[src/rtl/prod_acc_if.sv]
// Product-stream / group-result handshake bundle for prod_accumulator.
// The master side drives beats and out_ready; the slave side (the accumulator) drives the results.
interface prod_acc_if #(
    parameter int PROD_W = 16,
    parameter int ACC_W  = 24,
    parameter int CNT_W  = 9
);
    logic              in_valid;
    logic              in_ready;
    logic [PROD_W-1:0] in_prod;
    logic              in_last;
    logic              out_valid;
    logic              out_ready;
    logic [ACC_W-1:0]  out_acc;
    logic [CNT_W-1:0]  out_count;
    logic              out_ovf;
    logic              out_trunc;

    modport master (
        output in_valid, in_prod, in_last, out_ready,
        input  in_ready, out_valid, out_acc, out_count, out_ovf, out_trunc
    );

    modport slave (
        input  in_valid, in_prod, in_last, out_ready,
        output in_ready, out_valid, out_acc, out_count, out_ovf, out_trunc
    );
endinterface

[src/rtl/prod_accumulator.sv]
// Sums one group of unsigned multiplier products and hands the total out over valid/ready.
// Optional macro ACC_SAT_EN: clamp the sum to all-ones on carry-out instead of wrapping.
module prod_accumulator #(
    parameter int PROD_W  = 16,
    parameter int ACC_W   = 24,
    parameter int MAX_LEN = 256,
    parameter int CNT_W   = $clog2(MAX_LEN + 1)
) (
    input logic       clk,
    input logic       rst,
    prod_acc_if.slave bus
);
    typedef enum logic [1:0] {IDLE = 2'd0, ACCUM = 2'd1, HOLD = 2'd2} state_t;

    localparam logic [CNT_W-1:0] MAX_CNT = CNT_W'(MAX_LEN);

    state_t            state_q, state_d;
    logic [ACC_W-1:0]  acc_q, acc_d;
    logic [CNT_W-1:0]  cnt_q, cnt_d;
    logic              ovf_q, ovf_d;
    logic              trunc_q, trunc_d;
    logic              in_ready;
    logic              accept;
    logic [PROD_W-1:0] prod;
    logic [ACC_W:0]    sum;

    assign prod = bus.in_prod;

    always_comb begin
        state_d  = state_q;
        acc_d    = acc_q;
        cnt_d    = cnt_q;
        ovf_d    = ovf_q;
        trunc_d  = trunc_q;
        in_ready = !rst && (state_q != HOLD);
        accept   = bus.in_valid && in_ready;
        // Extra top bit captures the carry-out of this beat.
        sum      = {1'b0, acc_q} + (ACC_W + 1)'(prod);

        case (state_q)
            IDLE: begin
                if (accept) begin
                    acc_d   = ACC_W'(prod);
                    cnt_d   = CNT_W'(1);
                    ovf_d   = 1'b0;
                    trunc_d = !bus.in_last && (MAX_LEN == 1);
                    state_d = (bus.in_last || MAX_LEN == 1) ? HOLD : ACCUM;
                end
            end
            ACCUM: begin
                if (accept) begin
                    cnt_d = cnt_q + CNT_W'(1);
                    ovf_d = ovf_q | sum[ACC_W];
`ifdef ACC_SAT_EN
                    // Once clamped, any non-zero beat carries again, so the sum stays pinned.
                    acc_d = sum[ACC_W] ? {ACC_W{1'b1}} : sum[ACC_W-1:0];
`else
                    acc_d = sum[ACC_W-1:0];
`endif
                    if (bus.in_last || cnt_d == MAX_CNT) begin
                        state_d = HOLD;
                        trunc_d = !bus.in_last;
                    end
                end
            end
            HOLD: begin
                if (bus.out_ready) begin
                    state_d = IDLE;
                    trunc_d = 1'b0;
                end
            end
            default: state_d = IDLE;
        endcase
    end

    always_ff @(posedge clk) begin
        if (rst) begin
            state_q <= IDLE;
            acc_q   <= '0;
            cnt_q   <= '0;
            ovf_q   <= 1'b0;
            trunc_q <= 1'b0;
        end else begin
            state_q <= state_d;
            acc_q   <= acc_d;
            cnt_q   <= cnt_d;
            ovf_q   <= ovf_d;
            trunc_q <= trunc_d;
        end
    end

    assign bus.in_ready  = in_ready;
    assign bus.out_valid = (state_q == HOLD);
    assign bus.out_acc   = acc_q;
    assign bus.out_count = cnt_q;
    assign bus.out_ovf   = ovf_q;
    assign bus.out_trunc = trunc_q;
endmodule
[src/flat_wrapper.sv]
// flat-port wrapper written by rule: the top's interface ports become plain ports
module prod_accumulator_flat 
#(
    parameter int PROD_W  = 16,
    parameter int ACC_W   = 24,
    parameter int MAX_LEN = 256,
    parameter int CNT_W   = $clog2(MAX_LEN + 1)
)
  (clk, rst, bus_in_valid, bus_in_prod, bus_in_last, bus_out_ready, bus_in_ready, bus_out_valid, bus_out_acc, bus_out_count, bus_out_ovf, bus_out_trunc);
  prod_acc_if #(.PROD_W(PROD_W), .ACC_W(ACC_W), .CNT_W(CNT_W)) bus_i ();
  input logic clk;
  input logic rst;
  input wire logic [$bits(bus_i.in_valid)-1:0] bus_in_valid;
  input wire logic [$bits(bus_i.in_prod)-1:0] bus_in_prod;
  input wire logic [$bits(bus_i.in_last)-1:0] bus_in_last;
  input wire logic [$bits(bus_i.out_ready)-1:0] bus_out_ready;
  output wire logic [$bits(bus_i.in_ready)-1:0] bus_in_ready;
  output wire logic [$bits(bus_i.out_valid)-1:0] bus_out_valid;
  output wire logic [$bits(bus_i.out_acc)-1:0] bus_out_acc;
  output wire logic [$bits(bus_i.out_count)-1:0] bus_out_count;
  output wire logic [$bits(bus_i.out_ovf)-1:0] bus_out_ovf;
  output wire logic [$bits(bus_i.out_trunc)-1:0] bus_out_trunc;
  assign bus_i.in_valid = bus_in_valid;
  assign bus_i.in_prod = bus_in_prod;
  assign bus_i.in_last = bus_in_last;
  assign bus_i.out_ready = bus_out_ready;
  assign bus_in_ready = bus_i.in_ready;
  assign bus_out_valid = bus_i.out_valid;
  assign bus_out_acc = bus_i.out_acc;
  assign bus_out_count = bus_i.out_count;
  assign bus_out_ovf = bus_i.out_ovf;
  assign bus_out_trunc = bus_i.out_trunc;
  prod_accumulator #(.PROD_W(PROD_W), .ACC_W(ACC_W), .MAX_LEN(MAX_LEN), .CNT_W(CNT_W)) u_core (.clk(clk), .rst(rst), .bus(bus_i));
endmodule
[config.mk]
export PLATFORM = sky130hd
export DESIGN_NAME = prod_accumulator_flat
export DESIGN_NICKNAME = d
export VERILOG_FILES = /design/src/rtl/prod_acc_if.sv /design/src/rtl/prod_accumulator.sv /design/src/flat_wrapper.sv
export SDC_FILE = /design/constraint.sdc
export NUM_CORES = 1
export LEC_CHECK = 0
export BUFFER_PORTS_ARGS = -buffer_cell sky130_fd_sc_hd__buf_2
export CAP_MARGIN = 20
export CORE_ASPECT_RATIO = 1.25
export CORE_UTILIZATION = 40
export CTS_BUF_LIST = sky130_fd_sc_hd__clkbuf_8
export DETAILED_ROUTE_END_ITERATION = 8
export SYNTH_ARGS = -nofsm -noshare
export SYNTH_HDL_FRONTEND = slang
export SYNTH_SLANG_ARGS = --single-unit
export TNS_END_PERCENT = 1
[constraint.sdc]
create_clock -name clk -period 3 [get_ports clk]
set_clock_uncertainty 0.15 [all_clocks]
set_input_delay 0.6 -clock clk [delete_from_list [all_inputs] [get_ports clk]]
set_output_delay 0.6 -clock clk [all_outputs]
set_load 0.02 [all_outputs]
==> impl_metrics.json, run 1 <==
{
  "synth_xor_area_share_pct": 3.705,
  "tightestPinTransition_ps": 893.3,
  "layout.nets": 472,
  "synth_edf_count": 0,
  "rsz0062_at_grt": "no",
  "yosys_most_used_dff": "dfxtp_1",
  "synth_compound_area_share_pct": 28.10,
  "die_w_um": 77.32,
  "cts.path.max_buffers": 2,
  "routabilityCongestion": 0.8460,
  "synthMuxAreaShare_pct": 1.764,
  "io_pins": 58,
  "met3WireLength_um": 286,
  "clkPwrFrac_pct": 33.7,
  "floorplan.initialDensity_pct": 42.41,
  "fillers": 676,
  "slew_violations": 0,
  "coreArea_um2": 6689,
  "ctsResizeCount": 0,
  "path_max_fanout": 3,
  "place_hpwl_mm": 5.916,
  "swShare_pct": 33.49,
  "syn_nets": 419,
  "dp_cells": 512,
  "grt_pass1_vias": 2804,
  "wl_met2_mm": 4.005,
  "synthTopCellsByArea": "dfxtp_1 (26%), ha_1 (7.9%), a21oi_1 (7.1%)",
  "synth_top_family_by_area": "compound AO/OA/AOI/OAI gates",
  "htreeDepth": 2,
  "numCtsBuffers": 5,
  "setup_viol": 0,
  "power_density_nw_per_um2": 419.4,
  "crit_arrival_ps": 2720,
  "drt-met1-wl_mm": 3.638,
  "internal-power_uw": 934.3,
  "grt_pass1_wl_mm": 13.19,
  "grt_max_degree": 26,
  "vias": 3050,
  "drtIter0Drc": 143,
  "grt_overflow": 0,
  "highest_layer": "met4",
  "antenna_found_initial": 0,
  "fin_crit_sh_pct": 89.41,
  "slew_headroom_pct": 40.23,
  "drive_gt1_share_pct": 18.71,
  "tritoncts": "built",
  "syn_to_final_growth_pct": 18.09,
  "avgViaCountPerCell": 5.865,
  "wl_per_cell_um": 15.33,
  "clock_sinks": 37,
  "cts_setup_buffers": 0,
  "synth_area_leader_cell": "dfxtp_1",
  "criticalPathCategory": "in2reg",
  "drt_wl_total_mm": 7.973,
  "status": "finished clean",
  "fin_cells": 520,
  "synth_top_area_share_pct": 26.11,
  "hold_class": "reg2reg",
  "max-vdd-ir-drop_uv": 228.9,
  "grtUsageTotal_pct": 22.17,
  "finalHoldViolCount": 0,
  "die_y_um": 96.15,
  "num_rows": 33,
  "antenna_left": 0,
  "synth_fa_ha_area_share_pct": 8.646,
  "drc_errors": 0,
  "mappedNetlistArea_um2": 2836,
  "cts_hold_buf": 0,
  "min_period_ps": 2682,
  "post-route-util_pct": 50.07,
  "numPortBuffers": 57,
  "die_area_um2": 7434,
  "power_frac_seq_pct": 38.3,
  "clk_pin_slew_worst_paths_ps": 80,
  "syn_area_per_cell_um2": 7.484,
  "ys_async_sr_fraction_pct": 0,
  "synth_seq_cells": 37,
  "netSwitchingPower_uw": 470.4,
  "diodes": 0,
  "fin_setup_tns_ps": 0,
  "drv_cap": 0,
  "leakage_uw": 0.001451,
  "critPathCaptureType": "flip-flop",
  "ys_warn_count": 0,
  "drtPass1Iterations": 4,
  "insertion_delay_ps": 290,
  "required_ps": 3040,
  "power_frac_comb_pct": 28.0,
  "worstSetupStartpointType": "input port",
  "cts-root-buf": "clkbuf_8",
  "fmax_ghz": 0.3728,
  "synthSimpleGateAreaFrac_pct": 26.73,
  "yosysSeqAreaShare_pct": 26.11,
  "netlist_instances": 379,
  "synth_cell_type_count": 52
}
## through the flow
stage | hold WS (ps) | instance area, um2 | setup slack, ps | total power [uW]
after CTS | 329.1 | 3349 | 307.4 | 1418
final | 329.0 | 3349 | 317.6 | 1405
after floorplan | 396.1 | 2836 | 311.9 | 823.9
after global placement | 309.4 | 3229 | 98.94 | 936.9
after global routing | 354.2 | 3349 | 76.20 | 1489
after detailed placement | 317.0 | 3229 | 12.11 | 940.1
## layout make-up
cell class / count / area, um2 / share of cell area [%]
flip-flops and latches: 37 / 740.7 / 22.11
clock buffers: 6 / 82.58 / 2.465
well taps: 87 / 108.9 / 3.250
clock inverters: 2 / 37.54 / 1.121
repair buffers: 69 / 375.4 / 11.21
multi-input cells: 306 / 1956 / 58.39
inverters: 13 / 48.80 / 1.457
## Yosys cell counts (8+ instances only)
cell type and n:
nor3_1 10, nand2_1 38, dfxtp_1 37, o21ai_0 24, nand4_1 8, inv_1 13, a311oi_1 10, ha_1 18
clkbuf_1 19, nor4_1 8, a21oi_1 40, nor2_1 32, nand3_1 11
## sequential cells by signal, indices dropped and copies added, names as in the netlist
signal,count
u_core.bus.out_acc,24
u_core.bus.out_count,9
u_core.state_q,2
u_core.bus.out_ovf,1
u_core.bus.out_trunc,1
## kinds of logic (layout without fill, tap and decap cells)
| kind of cell | after synthesis | count (layout) |
|---|---|---|
| and+or+nand+nor | 146 | 146 |
| AOI/OAI and AO/OA | 124 | 124 |
| DFF | 37 | 37 |
| buffers and inverters | 36 | 90 |
| adders and majority gates | 19 | 19 |
| xor gates and xnor gates | 12 | 12 |
| muxes | 5 | 5 |
## cells in the final DEF, fill, tap and decap left out, types with 3 or more instances in the layout
cell type / count
a21oi_1: 40
nand2_1: 38
xor2_1: 5
o221ai_1: 5
buf_2: 57
a311oi_1: 10
buf_4: 12
dfxtp_1: 37
mux2i_1: 5
a211oi_1: 5
nor3_1: 10
and4_1: 5
a221oi_1: 4
o21bai_1: 3
nor4_1: 8
a31oi_1: 7
nand2b_1: 5
nand3_1: 11
nand4_1: 8
ha_1: 18
or4_1: 3
clkbuf_8: 6
nor2_1: 32
nor2b_1: 5
o211ai_1: 5
or3_1: 6
inv_1: 13
xnor2_1: 7
and3_1: 5
a21o_1: 5
o21ai_0: 24
## power groups by stage
stage               Clock, uW  Combinational, uW  Sequential, uW
global route              510                436             543
global placement            0                388             549
CTS                       488                392             538
finish                    473                393             538
detailed placement          0                391             550
floorplan                   0                256             568
## layer usage
layer / vias up / GRT usage, %
met5: - / 0
met4: 0 / 5.660
met3: 4 / 2.938
met2: 76 / 41.15
met1: 1434 / 26.85
li1: 1536 / -
## final timing paths
path                                                to  slack [ps]             startpoint  depth (start not counted)
worst max-delay path            u_core.bus.out_acc[12]         320         bus_in_prod[0]                         10
worst max register to register  u_core.bus.out_acc[12]         340  u_core.bus.out_acc[0]                          9
worst min register to register   u_core.bus.out_acc[3]         330  u_core.bus.out_acc[3]                          2
worst min-delay path             u_core.bus.out_acc[3]         330  u_core.bus.out_acc[3]                          2
## worst max-delay path, cell delays in order
cell and delay (ps):
buf_2 90, ha_1 170, inv_1 60, fa_1 380, nor2b_1 210, o2111ai_1 160, a311oi_1 450, nor2_1 140
xor2_1 160, a221oi_1 300
Note: power is estimated with default switching activity, not from simulation.
==> run 2, diff against run 1 <==
--- a/config.mk
+++ b/config.mk
@@ -5,11 +5,12 @@
 export SDC_FILE = /design/constraint.sdc
 export NUM_CORES = 1
 export LEC_CHECK = 0
+export ABC_AREA = 1
 export BUFFER_PORTS_ARGS = -buffer_cell sky130_fd_sc_hd__buf_2
 export CAP_MARGIN = 20
 export CORE_ASPECT_RATIO = 1.25
 export CORE_UTILIZATION = 40
-export CTS_BUF_LIST = sky130_fd_sc_hd__clkbuf_8
+export CTS_BUF_LIST = sky130_fd_sc_hd__clkbuf_16
 export DETAILED_ROUTE_END_ITERATION = 8
 export SYNTH_ARGS = -nofsm -noshare
 export SYNTH_HDL_FRONTEND = slang
==> run 2 against run 1 <==
Compared with the run above: clock power increased by 8.2%; largest cell class unchanged; utilization is 0.69 points lower; largest power group unchanged; sequential cell count is the same; hold slack got worse by 7.9 ps; highest routed layer unchanged.
==> impl_metrics.json, run 2 <==
{
  "status": "finished clean",
  "cts_setup_buffers": 0,
  "tritoncts": "built",
  "synthMuxAreaShare_pct": 0,
  "num_rows": 33,
  "drtPass1Iterations": 4,
  "grtUsageTotal_pct": 21.20,
  "ctsResizeCount": 0,
  "grt_overflow": 0,
  "hold_end": "u_core.bus.out_ovf",
  "synthSimpleGateAreaFrac_pct": 35.88,
  "yosys_most_used_dff": "dfxtp_1",
  "wl_per_cell_um": 12.32,
  "setup_viol": 0,
  "die_w_um": 76.89,
  "min_from": "u_core.bus.out_ovf",
  "fmax_ghz": 0.4393,
  "crit_arrival_ps": 2280,
  "drt_wl_total_mm": 7.229,
  "synth_xor_area_share_pct": 1.874,
  "netlist_instances": 443,
  "finalHoldViolCount": 0,
  "cts-root-buf": "clkbuf_16",
  "cp_cell_sequence": "buf_2, ha_1, inv_1, fa_1, inv_1, nand2_1, o21ai_2, nand2_1, nand2_1, nand2_1, nand3_1, nand2_1, o21ai_0, a21oi_1",
  "synth_top_family_by_area": "simple AND/OR/NAND/NOR gates",
  "synth_compound_area_share_pct": 17.31,
  "path_max_fanout": 4,
  "yosysSeqAreaShare_pct": 26.42,
  "critical_path.n_buffers_inverters": 3,
  "drv_cap": 0,
  "ys_top_cells_by_count": "nand2_1 (129), a21oi_1 (50), inv_1 (50)",
  "criticalPathCategory": "in2reg",
  "routabilityCongestion": 0.8977,
  "dp_cells": 579,
  "clock_sinks": 37,
  "worstSetupStartpointType": "input port",
  "critPathMaxStageDelay_ps": 370,
  "synth_fa_ha_area_share_pct": 8.746,
  "grt_max_degree": 38,
  "die_y_um": 95.61,
  "slew_headroom_pct": 62.76,
  "slew_violations": 0,
  "place_area_um2": 3144,
  "ys_async_sr_fraction_pct": 0,
  "yosysMostFrequentCell": "nand2_1",
  "drtIter0Drc": 81,
  "place_hpwl_mm": 5.519,
  "ys_warn_count": 0,
  "synth_cell_type_count": 40,
  "grt.busiest_layer": "met2",
  "io_pins": 58,
  "htreeDepth": 2,
  "numCtsBuffers": 5,
  "grtUsageMet1_pct": 23.18,
  "max-vdd-ir-drop_uv": 212.1,
  "synth_area_leader_cell": "dfxtp_1",
  "antenna_left": 0,
  "critPathCaptureType": "flip-flop",
  "antenna_found_initial": 0,
  "synthTopCellsByArea": "dfxtp_1 (26%), nand2_1 (17%), a21oi_1 (8.9%)",
  "grtUsageMet2_pct": 41.15,
  "cts.path.max_buffers": 2,
  "grt_pass1_wl_mm": 12.49,
  "layout_commonest_cell": "nand2_1",
  "whs_ps": 321.1,
  "critPathSlowestCell": "fa_1",
  "numPortBuffers": 57,
  "coreArea_um2": 6648,
  "layout_common_cells": "nand2_1 (129), buf_2 (57), inv_1 (51)",
  "syn_nets": 483,
  "largest_reg_flops": 24,
  "leakage_uw": 0.001628,
  "insertion_delay_ps": 280,
  "cpMostUsedCell": "nand2_1",
  "vias": 2979,
  "fin_crit_sh_pct": 75.88,
  "syn_area_per_cell_um2": 6.329,
  "met3_usage_pct": 3.158,
  "avgViaCountPerCell": 5.075,
  "layout.nets": 539,
  "synth_seq_cells": 37,
  "rsz0062_at_grt": "no",
  "clk_pin_slew_worst_paths_ps": 60,
  "mappedNetlistArea_um2": 2804,
  "synth_top_area_share_pct": 26.42,
  "synth_edf_count": 0,
  "fin_cells": 587,
  "reg2reg_from": "u_core.bus.out_acc[0]",
  "drive_gt1_share_pct": 17.60,
  "tightestPinTransition_ps": 558.6,
  "post-route-cell-area_um2": 3283,
  "path_delay_family": "adder cells",
  "required_ps": 3000,
  "hold_class": "reg2reg",
  "fillers": 704,
  "fin_setup_tns_ps": 0,
  "grt_pass1_vias": 2846,
  "r2r-end": "u_core.bus.out_acc[14]",
  "reg2reg_depth": 13,
  "power_density_nw_per_um2": 427.3,
  "hold_path_depth": 2,
  "die_area_um2": 7351,
  "cts_hold_buf": 0,
  "drc_errors": 0,
  "reg2reg_slack_ps": 760,
  "floorplan.initialDensity_pct": 42.18,
  "syn_to_final_growth_pct": 17.09,
  "diodes": 0,
  "min_period_ps": 2276
}
[run 2: cell count changes in the layout (fill, tap and decap cells not counted), moves of 6 or more]
cell and delta:
a311oi_1 -10, nand3_1 +19, clkbuf_8 -6, nor3_1 -8
or3_1 -6, inv_1 +38, buf_4 -10, nand2_2 +7
a21oi_1 +10, nor4_1 -6, nand2_1 +91, xnor2_1 -7
[run 2: kinds of logic (layout without fill, tap and decap cells)]
| group | after synthesis | after routing |
|---|---|---|
| AOI/OAI and AO/OA | 91 | 91 |
| xor gates and xnor gates | 6 | 6 |
| adders and majority gates | 19 | 19 |
| buffers and inverters | 64 | 121 |
| DFF | 37 | 37 |
| and+or+nand+nor | 226 | 226 |
[run 2: worst max-delay path by stage]
stage | start | to | cells past startpoint
after floorplan | bus_in_prod[0] | u_core.bus.out_acc[14] | 13
final | bus_in_prod[0] | u_core.bus.out_acc[14] | 14
after global routing | bus_in_prod[0] | u_core.bus.out_acc[14] | 14
after global placement | bus_in_prod[0] | u_core.bus.out_acc[14] | 14
after CTS | bus_in_prod[0] | u_core.bus.out_acc[14] | 14
after detailed placement | bus_in_prod[0] | u_core.bus.out_acc[14] | 14
[run 2: stage by stage]
stage | total power, uW | worst slack [ps] | util [%]
detailed placement | 902.7 | 426.6 | 47.30
floorplan | 809.3 | 717.4 | -
finish | 1403 | 723.6 | 49.39
global route | 1495 | 449.9 | 49.39
CTS | 1422 | 715.3 | 49.39
global placement | 901.0 | 477.8 | 47.30
[run 2: where the power goes]
| group | switching [uW] | internal [uW] |
|---|---|---|
| clock network | 209 | 302 |
| registers | 23.3 | 514 |
| logic | 231 | 123 |
[run 2: tightest hold or removal path: stages, from the launching register on]
cell and delay [ps]:
dfxtp_1 320, inv_1 50, a21oi_1 50
[run 2: cell type report]
class | instances | area, um2 | area share, %
Multi-Input combinational cell | 342 | 1789 | 54.50
Inverter | 54 | 205.2 | 6.250
Tap cell | 87 | 108.9 | 3.316
Timing Repair Buffer | 59 | 300.3 | 9.146
Sequential cell | 37 | 740.7 | 22.56
Clock inverter | 3 | 13.76 | 0.4192
Clock buffer | 5 | 125.1 | 3.811
[run 2: routing by layer]
layer / vias to the layer above / share of wire, %
met3: 8 / 3.1
met4: 0 / 1.3
li1: 1566 / -
met2: 49 / 50
met1: 1356 / 45
met5: - / 0
==> run 3, diff against run 2 <==
--- a/config.mk
+++ b/config.mk
@@ -5,7 +5,7 @@
 export SDC_FILE = /design/constraint.sdc
 export NUM_CORES = 1
 export LEC_CHECK = 0
-export ABC_AREA = 1
+export ABC_AREA = 0
 export BUFFER_PORTS_ARGS = -buffer_cell sky130_fd_sc_hd__buf_2
 export CAP_MARGIN = 20
 export CORE_ASPECT_RATIO = 1.25
==> constraint.sdc (replaced) <==
create_clock -name clk -period 2.4 [get_ports clk]
set_clock_uncertainty 0.15 [all_clocks]
set_input_delay 0.48 -clock clk [delete_from_list [all_inputs] [get_ports clk]]
set_output_delay 0.48 -clock clk [all_outputs]
set_load 0.02 [all_outputs]
==> run 3 against run 2 <==
Compared with the run above: total power rose by 42%; utilization grew 6.2 points; register-to-register slack lost 630 ps; global-route usage up 2.1 points; clock power up 45%; critical path type is now reg2reg; first-iteration DRC count grew 56%; sequential power is 26% higher; largest power group is now clock.
==> impl_metrics.json, run 3 (synthesis results as in run 1) <==
{
  "status": "finished clean",
  "routabilityCongestion": 0.8791,
  "critPathSlowestCell": "o211ai_1",
  "avgViaCountPerCell": 5.827,
  "cts.path.max_buffers": 2,
  "numPortBuffers": 57,
  "cts_hold_buf": 0,
  "fillers": 665,
  "slew_headroom_pct": 36.21,
  "rsz0062_at_grt": "yes",
  "layout_commonest_cell": "buf_2",
  "worstSetupStartpointType": "flip-flop",
  "tritoncts": "built",
  "crit_start": "u_core.bus.out_acc[1]",
  "tightestPinTransition_ps": 953.4,
  "r2r-end": "u_core.bus.out_acc[21]",
  "antenna_found_initial": 0,
  "fin_crit_sh_pct": 94.74,
  "path_max_fanout": 5,
  "critPathMaxStageDelay_ps": 400,
  "setup_viol": 0,
  "io_pins": 58,
  "fmax_ghz": 0.4398,
  "vias": 3228,
  "layout_common_cells": "buf_2 (57), buf_4 (46), a21oi_1 (40)",
  "drtIter0Drc": 126,
  "reg2reg_from": "u_core.bus.out_acc[1]",
  "drt_wl_total_mm": 8.479,
  "drive_gt1_share_pct": 27.19,
  "drtPass1Iterations": 4,
  "syn_to_final_growth_pct": 31.14,
  "reg2reg_depth": 7,
  "die_area_um2": 7434,
  "drc_errors": 0,
  "floorplan.initialDensity_pct": 42.41,
  "layout_setup_ws_ps": 126.2,
  "drv_cap": 0,
  "min_period_ps": 2274,
  "dp_cells": 546,
  "power_density_nw_per_um2": 536.9,
  "grt_pass1_vias": 3058,
  "diodes": 0,
  "htreeDepth": 2,
  "hold_class": "in2reg",
  "layout.nets": 506,
  "numCtsBuffers": 5,
  "grt_pass1_wl_mm": 13.82,
  "pre_cts_slack_ps": -184.8,
  "fin_cells": 554,
  "cp-endpoint": "u_core.bus.out_acc[21]",
  "clock_sinks": 37,
  "die_w_um": 77.32,
  "reg2reg_slack_ps": 130,
  "coreArea_um2": 6689,
  "grt_max_degree": 29,
  "cp_cell_sequence": "ha_1, a211oi_1, nor4_2, o211ai_1, a21oi_1, or3_1, a21oi_1",
  "num_rows": 33,
  "antenna_left": 0,
  "place_hpwl_mm": 6.181,
  "cpMostUsedCell": "a21oi_1",
  "finalHoldViolCount": 0,
  "cts-root-buf": "clkbuf_16",
  "required_ps": 2460,
  "insertion_delay_ps": 280,
  "slew_violations": 0,
  "clk_pin_slew_worst_paths_ps": 60,
  "critPathCaptureType": "flip-flop",
  "max-vdd-ir-drop_uv": 394.2,
  "grtUsageTotal_pct": 23.31,
  "grt_overflow": 0,
  "largest_reg_flops": 24,
  "leakage_uw": 0.001654,
  "die_y_um": 96.15,
  "crit_arrival_ps": 2340,
  "criticalPathCategory": "reg2reg",
  "wl_per_cell_um": 15.31
}
## run 3: changes by cell type in the layout (fill, tap and decap cells not counted), moves of 8 or more
cell	previous run	this run
a311oi_1	0	8
nor3_1	2	10
inv_1	51	13
buf_4	2	46
nand2_1	129	38
a21oi_1	50	40
nand3_1	30	11
## run 3: what timing repair did
action,in CTS,in global routing
endpoints found under the setup margin,1,14
setup buffers,0,0
pin swaps,0,3
gates resized for setup,1,7
## run 3: how the worst min path moves through the flow
stage	from	end	slack, ps	cells past startpoint
3_3_place_gp	u_core.bus.out_acc[4]	u_core.bus.out_acc[4]	310	2
4_1_cts	bus_in_last	u_core.bus.out_trunc	300	2
5_1_grt	bus_in_last	u_core.bus.out_trunc	310	2
2_1_floorplan	u_core.bus.out_acc[4]	u_core.bus.out_acc[4]	400	2
3_5_place_dp	u_core.bus.out_acc[5]	u_core.bus.out_acc[5]	310	2
6_report	bus_in_last	u_core.bus.out_trunc	300	2
## run 3: metrics by stage
step / utilization (%) / cell area, um2 / hold WS [ps] / TNS (ps) / total power (uW)
6_report: 55.61 / 3720 / 303.7 / 0 / 1997
5_1_grt: 55.61 / 3720 / 311.9 / -47.83 / 2095
3_5_place_dp: 52.64 / 3521 / 311.2 / -1758 / 1255
4_1_cts: 55.07 / 3684 / 298.9 / 0 / 2002
2_1_floorplan: - / 2870 / 396.1 / -68.61 / 1038
3_3_place_gp: 52.64 / 3521 / 306.5 / -1197 / 1246
## run 3: final cells by class
class / count / area (um2) / share of cell area, %
clock buffer: 5 / 125.1 / 3.364
inverter: 13 / 48.80 / 1.312
sequential: 37 / 744.5 / 20.01
multi-input combinational: 306 / 2024 / 54.42
tap: 87 / 108.9 / 2.926
clock inverter: 3 / 37.54 / 1.009
timing repair buffer: 103 / 630.6 / 16.95
## run 3: report_power, final
part | internal, uW | switching (uW)
clock network | 483 | 258
registers | 643 | 32.5
logic | 247 | 334
## run 3: per-layer routing
layer	vias to the layer above	track usage (%)	share of wire [%]
li1	1605	-	-
met4	0	8.648	1.9
met5	-	0	0
met2	78	43.73	50
met3	14	3.602	3.5
met1	1531	26.53	45
## run 3: critical path, delay by kind of cell, from the launching register on
family	cells	cell delay (ps)
and+or+nand+nor	2	430
DFF	1	330
adders and majority gates	1	310
AOI/OAI and AO/OA	4	980
